[src/rtl/pad_ctrl.sv]
// Register-mapped controller for NPAD stdiocell pads: output/alternate muxing, synchronized input,
// rising-edge interrupts. Define PAD_CTRL_DEBOUNCE_EN to add per-pin input debounce counters.
module pad_ctrl #(
  parameter int NPAD     = 8,
  parameter int DB_LIMIT = 15
) (
  input  logic            clk,
  input  logic            rst,
  input  logic            sel,
  input  logic            we,
  input  logic [2:0]      addr,
  input  logic [NPAD-1:0] wdata,
  output logic [NPAD-1:0] rdata,
  input  logic [NPAD-1:0] alt_dout,
  input  logic [NPAD-1:0] alt_oe,
  output logic [NPAD-1:0] alt_di,
  output logic [NPAD-1:0] pad_dout,
  output logic [NPAD-1:0] pad_oe,
  output logic [NPAD-1:0] pad_ie,
  output logic [NPAD-1:0] pad_puen,
  input  logic [NPAD-1:0] pad_di,
  output logic            irq
);

  logic [NPAD-1:0] dout_reg, oe_reg, ie_reg, puen_reg, altsel_reg, irqen_reg;
  logic [NPAD-1:0] irqpend_reg, irqpend_next;
  logic [NPAD-1:0] sync1_reg, sync2_reg, in_val, in_prev_reg;
  logic [NPAD-1:0] rdata_reg, rd_mux, clr_mask;
  logic            irq_reg;
  logic            wr_en, rd_en;

  assign wr_en = sel & we;
  assign rd_en = sel & ~we;

  always_ff @(posedge clk or posedge rst) begin
    if (rst) begin
      dout_reg   <= '0;
      oe_reg     <= '0;
      ie_reg     <= '0;
      puen_reg   <= '0;
      altsel_reg <= '0;
      irqen_reg  <= '0;
    end else if (wr_en) begin
      case (addr)
        3'd0: dout_reg   <= wdata;
        3'd1: oe_reg     <= wdata;
        3'd2: ie_reg     <= wdata;
        3'd3: puen_reg   <= wdata;
        3'd4: altsel_reg <= wdata;
        3'd6: irqen_reg  <= wdata;
        default: ;
      endcase
    end
  end

  always_ff @(posedge clk or posedge rst) begin
    if (rst) begin
      sync1_reg <= '0;
      sync2_reg <= '0;
    end else begin
      sync1_reg <= pad_di;
      sync2_reg <= sync1_reg;
    end
  end

`ifdef PAD_CTRL_DEBOUNCE_EN
  localparam int CW = (DB_LIMIT < 2) ? 1 : $clog2(DB_LIMIT);

  // IN only follows the synchronizer after DB_LIMIT consecutive disagreeing cycles.
  for (genvar gi = 0; gi < NPAD; gi++) begin : g_db
    logic [CW-1:0] cnt_reg;
    logic          in_bit_reg;

    always_ff @(posedge clk or posedge rst) begin
      if (rst) begin
        cnt_reg    <= '0;
        in_bit_reg <= 1'b0;
      end else if (sync2_reg[gi] == in_bit_reg) begin
        cnt_reg <= '0;
      end else if (cnt_reg == CW'(DB_LIMIT - 1)) begin
        cnt_reg    <= '0;
        in_bit_reg <= sync2_reg[gi];
      end else begin
        cnt_reg <= cnt_reg + 1'b1;
      end
    end

    assign in_val[gi] = in_bit_reg;
  end
`else
  assign in_val = sync2_reg;
`endif

  // A rising edge sets the pending bit even when the same bit is being cleared.
  assign clr_mask     = (wr_en && addr == 3'd7) ? wdata : '0;
  assign irqpend_next = (irqpend_reg & ~clr_mask) | (in_val & ~in_prev_reg);

  always_ff @(posedge clk or posedge rst) begin
    if (rst) begin
      in_prev_reg <= '0;
      irqpend_reg <= '0;
      irq_reg     <= 1'b0;
    end else begin
      in_prev_reg <= in_val;
      irqpend_reg <= irqpend_next;
      irq_reg     <= |(irqpend_reg & irqen_reg);
    end
  end

  always_comb begin
    rd_mux = '0;
    case (addr)
      3'd0: rd_mux = dout_reg;
      3'd1: rd_mux = oe_reg;
      3'd2: rd_mux = ie_reg;
      3'd3: rd_mux = puen_reg;
      3'd4: rd_mux = altsel_reg;
      3'd5: rd_mux = in_val;
      3'd6: rd_mux = irqen_reg;
      3'd7: rd_mux = irqpend_reg;
      default: rd_mux = '0;
    endcase
  end

  always_ff @(posedge clk or posedge rst) begin
    if (rst)        rdata_reg <= '0;
    else if (rd_en) rdata_reg <= rd_mux;
  end

  for (genvar gi = 0; gi < NPAD; gi++) begin : g_pad
    assign pad_dout[gi] = altsel_reg[gi] ? alt_dout[gi] : dout_reg[gi];
    assign pad_oe[gi]   = altsel_reg[gi] ? alt_oe[gi]   : oe_reg[gi];
  end

  assign pad_ie   = ie_reg;
  assign pad_puen = puen_reg;
  assign alt_di   = in_val;
  assign rdata    = rdata_reg;
  assign irq      = irq_reg;

endmodule
[config.mk]
export PLATFORM = sky130hd
export DESIGN_NAME = pad_ctrl
export DESIGN_NICKNAME = d
export VERILOG_FILES = /design/src/rtl/pad_ctrl.sv
export SDC_FILE = /design/constraint.sdc
export NUM_CORES = 1
export LEC_CHECK = 0
export BUFFER_PORTS_ARGS = -buffer_cell sky130_fd_sc_hd__buf_2
export CORE_UTILIZATION = 47
export CTS_CLUSTER_SIZE = 24
export DETAILED_ROUTE_END_ITERATION = 8
export HOLD_SLACK_MARGIN = 0.1
export PLACE_DENSITY = 0.73
export SYNTH_ARGS = -nofsm -noshare
export SYNTH_HDL_FRONTEND = slang
export SYNTH_SLANG_ARGS = --single-unit
[constraint.sdc]
create_clock -name clk -period 2.6 [get_ports clk]
set_clock_uncertainty 0.2 [all_clocks]
set_input_delay 0.26 -clock clk [delete_from_list [all_inputs] [get_ports clk]]
set_output_delay 0.26 -clock clk [all_outputs]
set_load 0.02 [all_outputs]
# Word-level counts from Yosys, hierarchy flattened
# Index checks and enable logic that the tools add are counted.
[classes]
n_addsub = 0
multipliers = 0
n_div = 0
magnitude_cmp = 0
n_eq_ne = 7
shift = 0
muxes = 18
bitwise = 9
n_reduce_logical = 9
[ops]
columns = ["cell", "n"]
rows = [
  ["8-bit one-hot mux with 8 select lines", 1],
  ["8-bit bitwise AND", 3],
  ["1-bit two-way mux", 16],
  ["8-bit inverter", 2],
  ["3-bit equality test (second input constant)", 4],
  ["2-bit AND reduction", 6],
  ["8-bit two-way mux", 1],
  ["8-bit OR", 1],
  ["8-bit OR reduction", 1],
  ["3-bit by 2-bit equality test with 1-bit output (second input constant)", 2],
  ["3-bit by 1-bit equality test with 1-bit output (second input constant)", 1],
  ["3-bit zero test", 1],
  ["1-bit bitwise AND", 2],
  ["1-bit logical AND", 1],
  ["1-bit inverter", 1],
]
[totals]
reg_bits = 89
latchBits = 0
ramBits = 0
rom_bits = 0
in_bits = 39
out_inout_bits = 49
memories = 0

# Depth between registers and ports, before layout
# Gate-level depths: netlist (run 1).
[depth]
ltp_word = 6
ltp_mapped = 6
depth_no_buf = 4

# Least setup slack after synthesis (run 1)
# No wires, ideal clock.
[synth_timing]
path_kind = "input -> register"
from = "input port addr[1]"
to = "register dout_reg[0]"
arrival_ps = 1251
t_required_ps = 2275
slack_ps = 1024
cell_stages = 4
n_path_buf = 1
cell_sequence = "nand3b_1 or3_1 buf_2 mux2_4"
[synth_between]
elab_chain_len = 2
[synth_lines]
columns = ["element", "line_no", "source"]
rows = [
  ["start, declared", "11", "input logic [2:0] addr,"],
  ["3-bit zero test", "44", "case (addr)"],
  ["2-bit AND reduction (no line)", "--", ""],
  ["end signal, assigned", "45", "3'd0: dout_reg <= wdata;"],
  ["end, declared", "25", "logic [NPAD-1:0] dout_reg, oe_reg, ie_reg, puen_reg, altsel_reg, irqen_reg;"],
]
# No other way between the ends.
# A chain may end at the register's enable or synchronous reset.

# Final worst setup path (run 1)
[layout_timing]
from = "input port addr[0]"
to = "register altsel_reg[2]"
[layout_between]
elab_chain_len = 2
[layout_lines]
columns = ["element", "line_no", "source"]
rows = [
  ["3-bit equality test", "44", ""],
  ["2-bit AND reduction (no line)", "--", ""],
  ["end signal, assigned", "49", "3'd4: altsel_reg <= wdata;"],
  ["end, declared", "25", ""],
]
# No other way between the ends.

==> results of run 1 <==
worst register-to-register path: stages (launching register included):
cell and delay [ps]:
dfrtp_1 410, mux2_2 270, a22o_1 190, a221oi_1 330, a21oi_1 110
power by group through the flow:
stage / combinational, mW / sequential [mW] / clock (mW)
finish: 0.919 / 1.80 / 1.10
CTS: 0.926 / 1.80 / 1.11
floorplan: 0.537 / 1.87 / 0
global placement: 0.884 / 1.82 / 0
detailed placement: 0.903 / 1.83 / 0
global route: 0.993 / 1.83 / 1.17
per-stage QoR:
stage	cells	area [µm²]	hold slack, ps	utilization (%)	power (mW)
2_1_floorplan	298	3892	91.43	-	2.409
3_3_place_gp	484	4476	131.6	57.03	2.706
3_5_place_dp	484	4476	137.2	57.03	2.730
4_1_cts	516	4871	151.4	62.07	3.840
5_1_grt	516	4871	157.4	62.07	3.996
6_report	516	4871	148.3	62.07	3.822
how the worst max path moves through the flow:
stage | start | endpoint | slack (ps)
after floorplan | addr[1] | dout_reg[0] | 1020
after global placement | addr[0] | altsel_reg[5] | 550
after detailed placement | addr[0] | altsel_reg[2] | 520
after CTS | altsel_reg[2] | pad_oe[2] | 840
after global routing | altsel_reg[2] | pad_dout[2] | 800
final | addr[0] | altsel_reg[2] | 840
layer usage:
| metal | track usage [%] | share of wire [%] | up-vias | wire length (µm) |
|---|---|---|---|---|
| met4 | 10.00 | 1.7 | 0 | 163 |
| met1 | 33.13 | 45 | 1430 | 4254 |
| li1 | - | - | 1306 | - |
| met2 | 35.17 | 47 | 93 | 4381 |
| met5 | 0 | 0 | - | 0 |
| met3 | 4.269 | 5.9 | 13 | 551 |
cells by family (layout without fill, tap and decap cells):
group	after synthesis	in the layout	share of synthesized area, %
simple gates	50	50	6.789
flops	89	89	57.27
compound gates	54	54	9.685
buf+inv	26	142	2.896
mux	79	79	23.36
cell type report:
class	count	area share, %
Clock inverter	3	1.849
Timing Repair Buffer	113	14.08
Sequential cell	89	45.72
Inverter	14	1.156
Multi-Input combinational cell	183	31.80
Clock buffer	12	2.774
Tap cell	102	2.620
cell usage in the layout (no fill, tap or decap), drive strengths merged, types with 6 or more instances in the layout:
cell type	n
a21oi	11
a22o	14
buf	96
clkbuf	12
dfrtp	89
dlygate4sd3	17
inv	13
mux2	70
mux2i	9
nand2	12
nand2b	6
nor2	13
nor2b	9
o22ai	14
==> results.md, run 1 <==
- Fraction of power consumed by combinational cells: around a quarter
- Fin. Hold Viols: 0
- Starting Density: ~50%
- Internal power: approximately 2.7 mW
- Most used DFF post-synth: dfrtp_1
- Critical path arrival: ~1800 ps
- Wire length per cell: between 15 and 20 µm
- Vias/cell: 5.508
- Clk sink count: slightly below 90
- First-pass DRT Iterations: 5
- CTS clk-pin slew, worst paths: 80 ps
- Cell count after synthesis: between 200 and 300
- Category of the worst setup path capture point: flop
- Worst-case headroom to the max-slew limit: 51.67%
- Cell count of the worst reg-to-reg path: 4
- GP Congestion: 0.8314
- Synthesis-to-layout area growth: 25.26%
- Global Route Usage Sum: between 20% and 30%
- Number of clock buffers inserted by TritonCTS: 9
- Net Sw Power: approximately 1.1 mW
- Register bit total from synthesis: between 80 and 90
- Period utilization: 67.63%
- Maximum number of pins on one net before global-route repair: 49
- Multi-input gate area in the final layout: between 1500 and 2000 µm²
- Crit start category: primary input
- Category of the most critical setup path: in -> reg
- R2r setup slk: around 960 ps
- Placeable core area: around 8000 µm²
- Slew Limit Fails: 0
- Data required, critical path: about 2700 ps
- Highest Clock Rate: around 570 MHz
- Yosys Warn Count: 0
- Slew at the pin closest to its max-slew limit: between 700 and 800 ps
- Ys async rst share: between 90% and 100%
- Hold Path Cell Cnt: 0
- Fraction of layout cells with a size suffix above 1: between 40% and 50%
- Clock latency on the worst-skew pair: about 360 ps
- Most frequent cell after synthesis: dfrtp_1
- Setup repair after global routing missed its margin: no
- Worst IR Drop VDD: 0.3806 mV
- Library cell used as clock root buffer: clkbuf_8
- Post-placement worst setup slack: between 500 and 600 ps
- Minimum period implied by the final worst setup slack: 1758 ps
- Min-Delay Path Class: reg -> reg
- Post-synth EDFFs: 0
- Total congestion overflow after global routing: 0
- Final setup violation count: 0
- Sequential cell area: 2227 µm²
- Area of the die: between 8000 and 9000 µm²
- Total length of routed wires: about 9.4 mm
- Largest incremental delay on the critical path: between 600 and 700 ps
- Reg-to-reg critical path endpoint: rdata[6]
- Number of routed nets with antenna violations: 0
- Startpoint of the lowest-slack hold path: sync1_reg[3]
- Switching part of the total power: between 20% and 30%
- Startpoint of the worst register-to-register path: irqpend_reg[6]
- Sequential Power Share: 47.1%
- Number of H-tree levels: 3
- IO Pins: just under 90
- Via count: ~2800
- Synthesized area per cell: roughly 13 µm²
- Total inserted antenna cells: 0
- Max Buffers Root-to-Sink: 2
- Number of stages on the worst setup path: 5
- Power per standard cell area: roughly 780 nW/µm²
- Max-cap viol count: 0
- Port buffer count: 87
- Status: finished clean
- Buffers inserted by post-CTS timing repair: 0
- Combined area of all synthesized cells: a little under 4000 µm²
- Largest cells by area after synthesis: dfrtp_1 57%, mux2_2 15%, a22o_1 3.2%
- Clock power share: 28.8%
- Post-layout worst setup margin: ~840 ps
- Number of standard-cell rows in the floorplan: 32
- Die width: around 93 µm
- Most frequent cells after synthesis: 89 x dfrtp_1, 53 x mux2_2, 14 x a22o_1, 14 x inv_1, 14 x o22ai_1
- Wire length of the first global-routing pass: between 10 and 15 mm
- DRC viols: 0
- Largest delay share family, worst path: simple AND/OR/NAND/NOR gates
- Fraction of the yosys area taken by sequential cells: a little under three fifths
- Combined buffer and inverter count along the critical path: 2
- Number of global-route vias before repair: roughly 2900
- Largest area contributor in the synthesized netlist: dfrtp_1
- Terminating pin of the worst hold path: alt_di[3]
- Setup TNS: 0 ps
- DP Wirelength: roughly 6.4 mm
- Layout net count: around 450
- Series of cell instances along the critical path: buf_2 > inv_1 > nand2_1 > nor2_2 > mux2_2
- Vertical die dimension: between 90 and 100 µm
- Largest fanout on the critical path: 14
- Total leakage power: between 2 and 2.5 nW
- Total nets after synthesis: approximately 340
- Initial DRC count: ~160
- Critical-path cell with the highest stage delay: nor2_2
- Area fraction of the dominant cell type after synthesis: about 57%
- Post-CTS Resized: 0
- Distinct cell type count of the synthesized netlist: 29
- Number of hold buffers added after CTS: 17
- Antenna violations before repair: 0
- Fill cell instance count of the final layout: roughly 650
- TritonCTS clock tree: yes
Power figures use the tool's default switching activity.
==> inputs of run 2 (changes only) <==
--- a/config.mk
+++ b/config.mk
@@ -5,12 +5,13 @@
 export SDC_FILE = /design/constraint.sdc
 export NUM_CORES = 1
 export LEC_CHECK = 0
+export ABC_AREA = 1
 export BUFFER_PORTS_ARGS = -buffer_cell sky130_fd_sc_hd__buf_2
 export CORE_UTILIZATION = 47
 export CTS_CLUSTER_SIZE = 24
 export DETAILED_ROUTE_END_ITERATION = 8
 export HOLD_SLACK_MARGIN = 0.1
-export PLACE_DENSITY = 0.73
+export PLACE_DENSITY = 0.72
 export SYNTH_ARGS = -nofsm -noshare
 export SYNTH_HDL_FRONTEND = slang
 export SYNTH_SLANG_ARGS = --single-unit
==> constraint.sdc (replaced) <==
create_clock -name clk -period 1.6 [get_ports clk]
set_clock_uncertainty 0.2 [all_clocks]
set_input_delay 0.16 -clock clk [delete_from_list [all_inputs] [get_ports clk]]
set_output_delay 0.16 -clock clk [all_outputs]
set_load 0.02 [all_outputs]
==> results.md, run 2 <==
- Global Route Usage Sum: 25.35%
- Minimum period implied by the final worst setup slack: between 1500 and 2000 ps
- Max-cap viol count: 0
- Initial DRC count: roughly 180
- Number of H-tree levels: 3
- Power per standard cell area: around 1200 nW/µm²
- Placeable core area: 8341 µm²
- Clk sink count: 89
- Fin. Hold Viols: 0
- Distinct cell type count of the synthesized netlist: 22
- Min-Delay Path Class: in -> reg
- Antenna violations before repair: 0
- Layout net count: ~600
- Total nets after synthesis: 486
- Worst-case headroom to the max-slew limit: between 60 and 70%
- Combined area of all synthesized cells: 4130 µm²
- IO Pins: roughly 90
- Fraction of the yosys area taken by sequential cells: a little over half
- Total length of routed wires: around 11 mm
- Die width: around 96 µm
- Max Buffers Root-to-Sink: 2
- Category of the most critical setup path: reg -> out
- Period utilization: 101.4%
- Data required, critical path: 1240 ps
- Synthesis-to-layout area growth: 27.57%
- Slew at the pin closest to its max-slew limit: 467.8 ps
- Largest area contributor in the synthesized netlist: dfrtp_1
- Commonest cells after routing, fill and taps aside: 120 x nand2_1, 88 x dfrtp_1, 73 x buf_2
- Area fraction of the dominant cell type after synthesis: between 50% and 60%
- Synthesized area per cell: around 9 µm²
- TritonCTS clock tree: yes
- CTS clk-pin slew, worst paths: 90 ps
- Most frequent standard cell in the layout excluding fill and tap cells: nand2_1
- Number of global-route vias before repair: between 3000 and 4000
- Setup TNS: -184.6 ps
- Fraction of layout cells with a size suffix above 1: 28.01%
- Vias/cell: about 5.5
- Library cell used as clock root buffer: clkbuf_8
- Wire length of the first global-routing pass: roughly 17 mm
- Slew Limit Fails: 0
- Sequential cell area: ~2200 µm²
- Vertical die dimension: between 90 and 100 µm
- Worst Hold Slack: approximately 120 ps
- Via count: between 3000 and 4000
- Final setup violation count: 12
- Power Total: just over 6 mW
- Yosys Warn Count: 0
- Post-placement worst setup slack: about 100 ps
- Post-synth EDFFs: 0
- Crit start category: flop
- Area of the die: approximately 9200 µm²
- Most frequent cells after synthesis: 120 x nand2_1, 89 x dfrtp_1, 64 x o21ai_0, 50 x nand4_1, 35 x inv_1
- DP Wirelength: about 7.3 mm
- Status: finished, violations left
- Post-layout worst setup margin: -21.73 ps
- Most frequent cell after synthesis: nand2_1
- Starting Density: between 40 and 50%
- Number of routed nets with antenna violations: 0
- Ys async rst share: 100.0%
- Highest Clock Rate: 616.6 MHz
- Worst IR Drop VDD: 0.6719 mV
- Most used DFF post-synth: dfrtp_1
- GP Congestion: around 0.9
- Largest cells by area after synthesis: dfrtp_1 54%, nand2_1 11%, o21ai_0 7.8%
- Register bit total from synthesis: a little under 90
- First-pass DRT Iterations: 5
- Total leakage power: about 2.7 nW
- Hold Path Cell Cnt: 4
- Setup repair after global routing missed its margin: yes
- Category of the worst setup path capture point: primary output
- Clock latency on the worst-skew pair: approximately 360 ps
- Number of clock buffers inserted by TritonCTS: 9
- Largest fanout on the critical path: 3
- Number of standard-cell rows in the floorplan: 33
- Multi-input gate area in the final layout: approximately 1600 µm²
- Maximum number of pins on one net before global-route repair: 90
- Total inserted antenna cells: 0
- DRC viols: 0
- Critical path arrival: roughly 1300 ps
- Cell count of the worst reg-to-reg path: 8
- Violations in the final reports: setup timing
- Fill cell instance count of the final layout: just under 700
- Total congestion overflow after global routing: 0
- Port buffer count: a little under 90
- Cell count after synthesis: around 450
- Wire length per cell: 15.84 µm
## run 2: cell types whose count changed after synthesis, moves of 11 or more
| cell | before | now |
|---|---|---|
| mux2_2 | 53 | 16 |
| o21ai_0 | 4 | 64 |
| a22o_1 | 14 | 0 |
| o22ai_1 | 14 | 0 |
| nand4_1 | 1 | 50 |
| nand2_1 | 12 | 120 |
| a21oi_1 | 11 | 0 |
| inv_1 | 14 | 35 |
## run 2: cell families (layout without fill, tap and decap cells)
family | after synthesis | count (layout) | share of synthesized area (%)
AOI/OAI and AO/OA | 72 | 72 | 8.907
muxes | 16 | 16 | 4.362
and+or+nand+nor | 206 | 206 | 25.14
buffers and inverters | 64 | 181 | 7.664
DFF | 89 | 89 | 53.92
## run 2: worst paths after layout
| kind | from | to | slack, ps |
|---|---|---|---|
| setup / recovery | altsel_reg[4] | pad_oe[4] | -20 |
| hold reg to reg | sync1_reg[5] | alt_di[5] | 150 |
| hold / removal | addr[2] | oe_reg[1] | 120 |
| min in group asynchronous | rst | sync1_reg[1] | 250 |
| max in group asynchronous | rst | altsel_reg[1] | 570 |
| setup reg to reg | altsel_reg[4] | rdata[4] | 150 |
## run 2: layout make-up
cell class | count | area share (%)
sequential | 89 | 42.29
tap | 105 | 2.493
timing repair buffer | 126 | 17.29
inverter | 39 | 2.945
clock buffer | 11 | 2.683
clock inverter | 5 | 1.187
multi-input combinational | 294 | 31.11
## run 2: where the power goes
part | internal (mW) | total (mW) | leakage (nW) | switching (mW)
Clock | 0.773 | 1.59 | 0.0962 | 0.816
Sequential | 2.58 | 2.88 | 1.07 | 0.304
Combinational | 0.758 | 1.65 | 1.55 | 0.891
## run 2: critical path, cell delays in order, from the launching register on
cell and delay, ps:
dfrtp_1 440, mux2_4 320, buf_6 130
## run 2: metal layers
layer	up-vias	global-route usage, %	routed length (µm)
li1	1733	-	-
met1	1728	31.21	4347
met2	153	42.08	5187
met3	35	6.082	680
met4	0	11.94	380
met5	-	0	0
## run 2: timing repair
item                       CTS  global route
setup endpoints to repair   16            16
setup buffers                8             1
pin swaps                    0             0
gates resized for setup     31            12
hold buffers                18             0
hold endpoints to repair   152             0
## run 2: stage by stage
| step | cell area, µm² | instances | utilization [%] |
|---|---|---|---|
| 2_1_floorplan | 4134 | 447 | - |
| 3_3_place_gp | 4676 | 626 | 56.06 |
| 3_5_place_dp | 4676 | 626 | 56.06 |
| 4_1_cts | 5221 | 668 | 62.60 |
| 5_1_grt | 5269 | 669 | 63.17 |
| 6_report | 5269 | 669 | 63.17 |
